**src/rtl/bcd_digit_scanner_if.sv**
```systemverilog
// Display-side bundle for bcd_digit_scanner: load request in, busy/overflow status
// and the multiplexed digit bus out.
interface bcd_digit_scanner_if #(
    parameter int WIDTH  = 14,
    parameter int DIGITS = 4
);
    logic [WIDTH-1:0]  Bin;
    logic              Load;
    logic              Busy;
    logic              Overflow;
    logic [3:0]        DigitOut;
    logic [DIGITS-1:0] DigitSel;

    modport master (
        output Bin, Load,
        input  Busy, Overflow, DigitOut, DigitSel
    );

    modport slave (
        input  Bin, Load,
        output Busy, Overflow, DigitOut, DigitSel
    );
endinterface

```
**src/rtl/bcd_digit_scanner.sv**
```systemverilog
// Serial double-dabble binary-to-BCD converter (WIDTH+1 cycles, Load ignored while busy)
// feeding a free-running one-hot digit scanner for a seven-segment decoder.
module bcd_digit_scanner #(
    parameter int WIDTH       = 14,
    parameter int DIGITS      = 4,
    parameter int REFRESH_DIV = 1000
) (
    input  logic clk,
    input  logic rst,
    bcd_digit_scanner_if.slave bus
);
    localparam int BW = 4 * DIGITS;
    localparam int CW = $clog2(WIDTH + 1);
    localparam int RW = $clog2(REFRESH_DIV);
    localparam int IW = (DIGITS > 1) ? $clog2(DIGITS) : 1;
    localparam logic [BW-1:0] DISP_RST = {{(BW-4){1'b1}}, 4'h0};

    function automatic logic [63:0] max_val(input int n);
        logic [63:0] p;
        p = 64'd1;
        for (int i = 0; i < n; i++) p = p * 64'd10;
        return p - 64'd1;
    endfunction

    localparam logic [63:0] MAX_VAL = max_val(DIGITS);

    typedef enum logic [1:0] {IDLE, CONVERT, COMMIT} state_t;

    state_t                   state_q, state_d;
    logic [CW-1:0]            cnt_q, cnt_d;
    logic [WIDTH-1:0]         shift_q, shift_d;
    logic [BW-1:0]            bcd_q, bcd_d;
    logic                     oflag_q, oflag_d;
    logic                     ovf_q, ovf_d;
    logic [DIGITS-1:0][3:0]   disp_q, disp_d;

    logic [RW-1:0]            refresh_q, refresh_d;
    logic [IW-1:0]            idx_q, idx_d;
    logic [DIGITS-1:0]        sel_q, sel_d;
    logic [3:0]               dout_q, dout_d;

    logic [BW-1:0]            bcd_adj;
    logic [BW+WIDTH-1:0]      dabble;
    logic [DIGITS-1:0][3:0]   blanked;
    logic                     seen;

    always_comb begin
        bcd_adj = bcd_q;
        for (int i = 0; i < DIGITS; i++) begin
            if (bcd_q[4*i +: 4] >= 4'd5) bcd_adj[4*i +: 4] = bcd_q[4*i +: 4] + 4'd3;
        end
        dabble = {bcd_adj, shift_q} << 1;
    end

    // Digits above the most significant nonzero one are blanked; digit 0 never is.
    always_comb begin
        blanked = bcd_q;
        seen    = 1'b0;
        for (int i = DIGITS - 1; i >= 1; i--) begin
            if (bcd_q[4*i +: 4] != 4'h0) seen = 1'b1;
            if (!seen) blanked[i] = 4'hF;
        end
        if (oflag_q) blanked = {BW{1'b1}};
    end

    always_comb begin
        state_d = state_q;
        cnt_d   = cnt_q;
        shift_d = shift_q;
        bcd_d   = bcd_q;
        oflag_d = oflag_q;
        ovf_d   = ovf_q;
        disp_d  = disp_q;
        case (state_q)
            IDLE: begin
                if (bus.Load) begin
                    shift_d = bus.Bin;
                    bcd_d   = '0;
                    cnt_d   = '0;
                    oflag_d = ({{(64-WIDTH){1'b0}}, bus.Bin} > MAX_VAL);
                    state_d = CONVERT;
                end
            end
            CONVERT: begin
                bcd_d   = dabble[BW+WIDTH-1:WIDTH];
                shift_d = dabble[WIDTH-1:0];
                cnt_d   = cnt_q + 1'b1;
                if (cnt_q == CW'(WIDTH - 1)) state_d = COMMIT;
            end
            COMMIT: begin
                disp_d  = blanked;
                ovf_d   = oflag_q;
                state_d = IDLE;
            end
            default: state_d = IDLE;
        endcase
    end

    always_ff @(posedge clk or posedge rst) begin
        if (rst) begin
            state_q <= IDLE;
            cnt_q   <= '0;
            shift_q <= '0;
            bcd_q   <= '0;
            oflag_q <= 1'b0;
            ovf_q   <= 1'b0;
            disp_q  <= DISP_RST;
        end else begin
            state_q <= state_d;
            cnt_q   <= cnt_d;
            shift_q <= shift_d;
            bcd_q   <= bcd_d;
            oflag_q <= oflag_d;
            ovf_q   <= ovf_d;
            disp_q  <= disp_d;
        end
    end

    // Select and digit are both driven from the post-advance index so they switch together.
    always_comb begin
        refresh_d = refresh_q + 1'b1;
        idx_d     = idx_q;
        if (refresh_q == RW'(REFRESH_DIV - 1)) begin
            refresh_d = '0;
            idx_d     = (idx_q == IW'(DIGITS - 1)) ? '0 : idx_q + 1'b1;
        end
        sel_d  = DIGITS'(1) << idx_d;
        dout_d = disp_q[idx_d];
    end

    always_ff @(posedge clk or posedge rst) begin
        if (rst) begin
            refresh_q <= '0;
            idx_q     <= '0;
            sel_q     <= DIGITS'(1);
            dout_q    <= 4'h0;
        end else begin
            refresh_q <= refresh_d;
            idx_q     <= idx_d;
            sel_q     <= sel_d;
            dout_q    <= dout_d;
        end
    end

    assign bus.Busy     = (state_q != IDLE);
    assign bus.Overflow = ovf_q;
    assign bus.DigitOut = dout_q;
    assign bus.DigitSel = sel_q;
endmodule

```
**src/flat_wrapper.sv**
```systemverilog
// flat-port wrapper written by rule: the top's interface ports become plain ports
module bcd_digit_scanner_flat 
#(
    parameter int WIDTH       = 14,
    parameter int DIGITS      = 4,
    parameter int REFRESH_DIV = 1000
)
  (clk, rst, bus_Bin, bus_Load, bus_Busy, bus_Overflow, bus_DigitOut, bus_DigitSel);
  bcd_digit_scanner_if #(.WIDTH(WIDTH), .DIGITS(DIGITS)) bus_i ();
  input  logic clk;
  input  logic rst;
  input wire logic [$bits(bus_i.Bin)-1:0] bus_Bin;
  input wire logic [$bits(bus_i.Load)-1:0] bus_Load;
  output wire logic [$bits(bus_i.Busy)-1:0] bus_Busy;
  output wire logic [$bits(bus_i.Overflow)-1:0] bus_Overflow;
  output wire logic [$bits(bus_i.DigitOut)-1:0] bus_DigitOut;
  output wire logic [$bits(bus_i.DigitSel)-1:0] bus_DigitSel;
  assign bus_i.Bin = bus_Bin;
  assign bus_i.Load = bus_Load;
  assign bus_Busy = bus_i.Busy;
  assign bus_Overflow = bus_i.Overflow;
  assign bus_DigitOut = bus_i.DigitOut;
  assign bus_DigitSel = bus_i.DigitSel;
  bcd_digit_scanner #(.WIDTH(WIDTH), .DIGITS(DIGITS), .REFRESH_DIV(REFRESH_DIV)) u_core (.clk(clk), .rst(rst), .bus(bus_i));
endmodule
```
**config.mk**
```make
export PLATFORM = sky130hd
export DESIGN_NAME = bcd_digit_scanner_flat
export DESIGN_NICKNAME = d
export VERILOG_FILES = /design/src/rtl/bcd_digit_scanner_if.sv /design/src/rtl/bcd_digit_scanner.sv /design/src/flat_wrapper.sv
export SDC_FILE = /design/constraint.sdc
export NUM_CORES = 1
export LEC_CHECK = 0
export CAP_MARGIN = 15
export CORE_ASPECT_RATIO = 0.6
export CORE_MARGIN = 4
export CORE_UTILIZATION = 43
export DETAILED_ROUTE_END_ITERATION = 10
export DONT_BUFFER_PORTS = 1
export PLACE_DENSITY_LB_ADDON = 0.05
export SYNTH_ARGS = -nofsm -noshare
export SYNTH_HDL_FRONTEND = slang
export SYNTH_SLANG_ARGS = --single-unit
```
**constraint.sdc**
```tcl
create_clock -name clk -period 3.7 [get_ports clk]
set_input_delay 0.74 -clock clk [delete_from_list [all_inputs] [get_ports clk]]
set_output_delay 0.74 -clock clk [all_outputs]
set_load 0.01 [all_outputs]
```
* Word level (Yosys, flattened, before mapping)
Cells that the tools add are included.
Word-level totals: word-level logic and storage cells 69, output and inout bits 10, register bits after elaboration 74
Cells by class: multiplexer cells 25, add/subtract/negate cells 7, reductions and logical operators 9, order comparisons 6, shift-type cells 1, equality and inequality tests 7
Operators by type and width (count):
- 16-bit two-way mux | 2
- 4-bit two-way mux | 8
- 16-bit one-hot mux with 2 select lines | 1
- 14-bit one-hot mux with 2 select lines | 1
- 4-bit by 3-bit greater-or-equal comparator with 1-bit output (second input constant) | 4
- 14-bit > comparator (second input constant) | 1
- 14-bit two-way mux | 1
- 4-bit by 2-bit adder with 4-bit output (second input constant) | 3
- 4-bit nonzero test | 3
- 10-bit by 1-bit adder with 10-bit output (second input constant) | 1
- 10-bit == test (second input constant) | 1
- 10-bit two-way mux | 1
- 4-bit binary-select mux with 2-bit select | 1
- 2-bit two-way mux | 4
- 4-bit one-hot mux with 2 select lines | 1
- 2-bit AND reduction | 3
- 4-bit by 1-bit adder with 4-bit output (second input constant) | 1
- 2-bit == test (second input constant) | 2
- 4-bit == test (second input constant) | 1
- 2-bit one-hot mux with 2 select lines | 1
- 2-bit nonzero test | 2
- 1-bit by 2-bit << shifter with 4-bit output (first input constant) | 1
- 3-bit by 2-bit adder with 3-bit output (second input constant) | 1
- 2-bit by 3-bit less-than comparator with 1-bit output (second input constant) | 1
- other kinds (7) | 9

* Longest topological paths before layout
word-level depth 6, gate-level depth with buffers 7, mapped depth without buffers 7

* Worst setup path after synthesis
No wires, ideal clock.
kind reg-to-reg, start register u_core.refresh_q[0], end register u_core.dout_q[2] (netlist: u_core.bus.DigitOut[2]), arrival 1.992 ns, cell stages (with the launch flop) 8, period minus slack after synthesis 2.152 ns, path buffers 1, required time 3.539 ns, setup time 0.161 ns, setup slack 1.548 ns, cells stage by stage dfrtp_1 ha_1 nand4bb_1 nor3_1 clkbuf_8 mux2_2 a2111oi_1 a41oi_1
Between the ends: cells in the longest elaborated chain, start to end 4
Ends and longest elaborated chain:
- from (decl) | RTL line bcd_digit_scanner.sv:37 | logic [RW-1:0] refresh_q, refresh_d;
- from (signal assigned) | RTL line bcd_digit_scanner.sv:138 | refresh_q <= refresh_d;
- 10-bit == test | RTL line bcd_digit_scanner.sv:123 | if (refresh_q == RW'(REFRESH_DIV - 1)) begin
- 2-bit two-way mux | RTL line bcd_digit_scanner.sv:123
- 4-bit binary-select mux with 2-bit select | RTL line bcd_digit_scanner.sv:128 | dout_d = disp_q[idx_d];
- 4-bit two-way mux (implied by the code) | RTL line bcd_digit_scanner.sv:128
- net u_core.dout_d[2] | RTL line bcd_digit_scanner.sv:40 | logic [3:0] dout_q, dout_d;
- to (signal assigned) | RTL line bcd_digit_scanner.sv:141 | dout_q <= dout_d;
- to (decl) | RTL line bcd_digit_scanner.sv:40
The timed path passes the listed nets, and every way through them passes these cells. The select of a mux whose other input is x is not followed. A chain may end at the register's enable or synchronous reset.

* Final worst setup path
start register u_core.refresh_q[0], end register u_core.dout_q[0] (netlist: u_core.bus.DigitOut[0])
Same word-level chain as after synthesis.

==> flow_summary.toml <==
[clock_tree]
cts_buffers = 9
cts_buffer_depth = 2
htreeDepth = 3
cts_sinks = 74
postCtsSetupBuffers = 0
clkSlewWorstSetupHoldPaths_ns = 0.06
cts-root-buf = "clkbuf_16"
holdBufCountCts = 0
ctsResizeCount = 0
tritoncts = "built"
clk_latency_ns = 0.33

[logic_synthesis]
ys_async_sr_fraction = 1.00
synth_warnings = 0
synth_cells = 368
yosysTopAreaCellShare = 0.419
synth_cell_types = 49
avgSynthCellArea_um2 = 9.90
synth-main-ff-cell = "dfrtp_1"
synth.cell_area_um2 = 3640
synth_top_area_cell = "dfrtp_1"
synth-seq-cells = 74
synth-edff-count = 0
synth.top_cells.by_area = "dfrtp_1 42%, dfstp_2 9.4%, nand2_1 6.3%, ha_1 4.8%, o21ai_0 3.8%"
syn_nets = 399
ys_seq_area_frac = 0.513
synth_commonest_cells = "61 x dfrtp_1, 61 x nand2_1, 28 x o21ai_0, 26 x nand3_1, 18 x nor2_1"

[timing]
fin_skew_ns = 0.00572
timing.final.crit_share = 0.708
whs_ns = 0.473
slew_viol_final = 0
rsz0062_at_grt = "no"
relSlewSlack = 0.374
final_hold_viol_count = 0
finalSetupTns_ns = 0
setup_violations = 0
fmax_mhz = 382
worstMarginPinSlew_ns = 0.936
period_needed_ns = 2.62

[cells_and_area]
fillers = 731
multi_input_area_um2 = 1630
diodes = 0
synthToLayoutAreaGrowth_pct = 11.4
num-nets-final = 399
drive_gt1_frac = 0.126
regArea_um2 = 1870

[global_route]
grt_overflow = 0
grtUsageTotal = 0.172
grt_pass1_wl_um = 13500
grt_start_max_net_pins = 75
antenna_found_initial = 0
grt_pass1_vias = 2595

[floorplan]
io_pins = 27
start_util = 0.453
fp.dieH_um = 79.3
die_w_um = 127
core_um2 = 8040
die-area_um2 = 10100
fp-row-count = 25

[power]
powerDensity_nw_per_um2 = 796
ir_drop_v = 0.000360
p_leak_nw = 1.77

[worst_setup_path]
path_max_fanout = 7
cp-start-kind = "register"
critical_path_class = "register to register"
slowest_delay_ns = 0.53
crit_path_end_kind = "register"
crit_required_ns = 3.86
crit_slowest_cell = "nor3_1"
arrival_ns = 2.78
worstPathCellList = "ha_1, nand4bb_1, nor3_1, buf_4, mux2_2, a2111oi_0, a41oi_1"

[drt]
wirelength_um = 7830
wl_per_cell_um = 16.3
route.detailed.drc = 0
antenna_left = 0
detail_route.vias_per_cell = 5.56
dr_total_vias = 2675
drt-initial-drc-count = 203
first_pass_iters = 4

[outcome]
status = "completed"

[flow_run]
drv_cap = 0

[hold_path]
hold_path.class = "register to register"

[place]
globalplace.congestion = 0.817
dp_hpwl_um = 5400
io_buffers = 0
[worst max-delay path, delay by kind of cell, from the launching register on]
family	cells	cell delay, ns
DFF	1	0.38
muxes	1	0.34
adders and majority gates	1	0.25
and+or+nand+nor	2	0.67
buffers and inverters	1	0.28
AOI/OAI and AO/OA	2	0.52
[power breakdown]
part | switching [W] | leakage [nW] | internal [W]
clock network | 0.000333 | 0.159 | 0.000609
registers | 0.000262 | 0.914 | 0.00109
logic | 0.000526 | 0.697 | 0.000405
total | 0.00112 | 1.77 | 0.00211
[worst paths after layout]
kind / cells past startpoint / start / endpoint / slack (ns)
max: 7 / u_core.refresh_q[0] / u_core.bus.DigitOut[0] / 1.08
min: 2 / u_core.disp_q[12] / u_core.disp_q[12] / 0.47
max reg2reg: 7 / u_core.refresh_q[0] / u_core.bus.DigitOut[0] / 1.08
min reg2reg: 2 / u_core.disp_q[12] / u_core.disp_q[12] / 0.47
max in group asynchronous: 2 / rst / u_core.bus.Overflow / 2.52
min in group asynchronous: 2 / rst / u_core.bcd_q[9] / 0.56
[cells in the final DEF (no fill, tap or decap), types with 2 or more instances in the layout]
cell	instances
nand2_1	61
buf_4	6
a32o_1	4
a2111oi_0	2
xnor2_1	5
a22oi_1	13
a21oi_1	14
xor2_1	5
nor3b_1	8
inv_1	13
and2_1	5
and3_2	2
o22ai_1	2
ha_1	14
dfrtp_1	61
nor3_1	4
a31oi_1	3
mux2_2	3
nor2_1	18
nor2b_1	4
mux2i_1	2
o22a_1	8
nand2b_1	7
clkinv_4	2
o31ai_1	5
clkbuf_16	9
bufinv_16	2
nand3_1	26
or3_1	2
a41oi_1	3
o21ai_0	28
dfstp_2	13
[flip-flops by register name, indices dropped and copies added, names as in the netlist]
| register | flops |
|---|---|
| u_core.bcd_q | 16 |
| u_core.disp_q | 16 |
| u_core.shift_q | 14 |
| u_core.refresh_q | 10 |
| u_core.bus.DigitOut | 4 |
| u_core.bus.DigitSel | 4 |
| u_core.cnt_q | 4 |
| u_core.idx_q | 2 |
| u_core.state_q | 2 |
| u_core.bus.Overflow | 1 |
| u_core.oflag_q | 1 |
[through the flow]
stage | setup WS, ns | power (W) | cells | utilization | instance area [um^2]
6_report | 1.08 | 0.00323 | 481 | 0.505 | 4060
2_1_floorplan | 1.10 | 0.00204 | 368 | - | 3640
3_3_place_gp | 1.19 | 0.00228 | 465 | 0.464 | 3730
4_1_cts | 1.06 | 0.00327 | 481 | 0.505 | 4060
5_1_grt | 0.792 | 0.00350 | 481 | 0.505 | 4060
3_5_place_dp | 1.08 | 0.00230 | 465 | 0.464 | 3730
[cell type report]
type                    count  area share
repair buffers              6      0.0111
clock buffers              10      0.0589
well taps                 108      0.0333
flip-flops and latches     74       0.460
clock inverters             6      0.0222
multi-input cells         263       0.401
inverters                  14      0.0130
[per-layer routing]
layer	part of all wire	wire length (um)	vias to the layer above	global-route usage
met5	0	0	-	0
met2	0.40	3150	41	0.226
met4	0.0052	41	0	0.0321
met1	0.56	4350	1319	0.270
li1	-	-	1311	-
met3	0.037	288	4	0.0598
[logic make-up (layout without fill, tap and decap cells)]
| kind of cell | after synthesis | after routing | synth area share |
|---|---|---|---|
| and+or+nand+nor | 146 | 146 | 0.198 |
| AOI/OAI and AO/OA | 87 | 87 | 0.158 |
| DFF | 74 | 74 | 0.513 |
| buffers and inverters | 31 | 36 | 0.0402 |
| adders and majority gates | 14 | 14 | 0.0481 |
| xor gates and xnor gates | 10 | 10 | 0.0240 |
| muxes | 6 | 6 | 0.0185 |
Note: power is estimated with default switching activity, not from simulation.
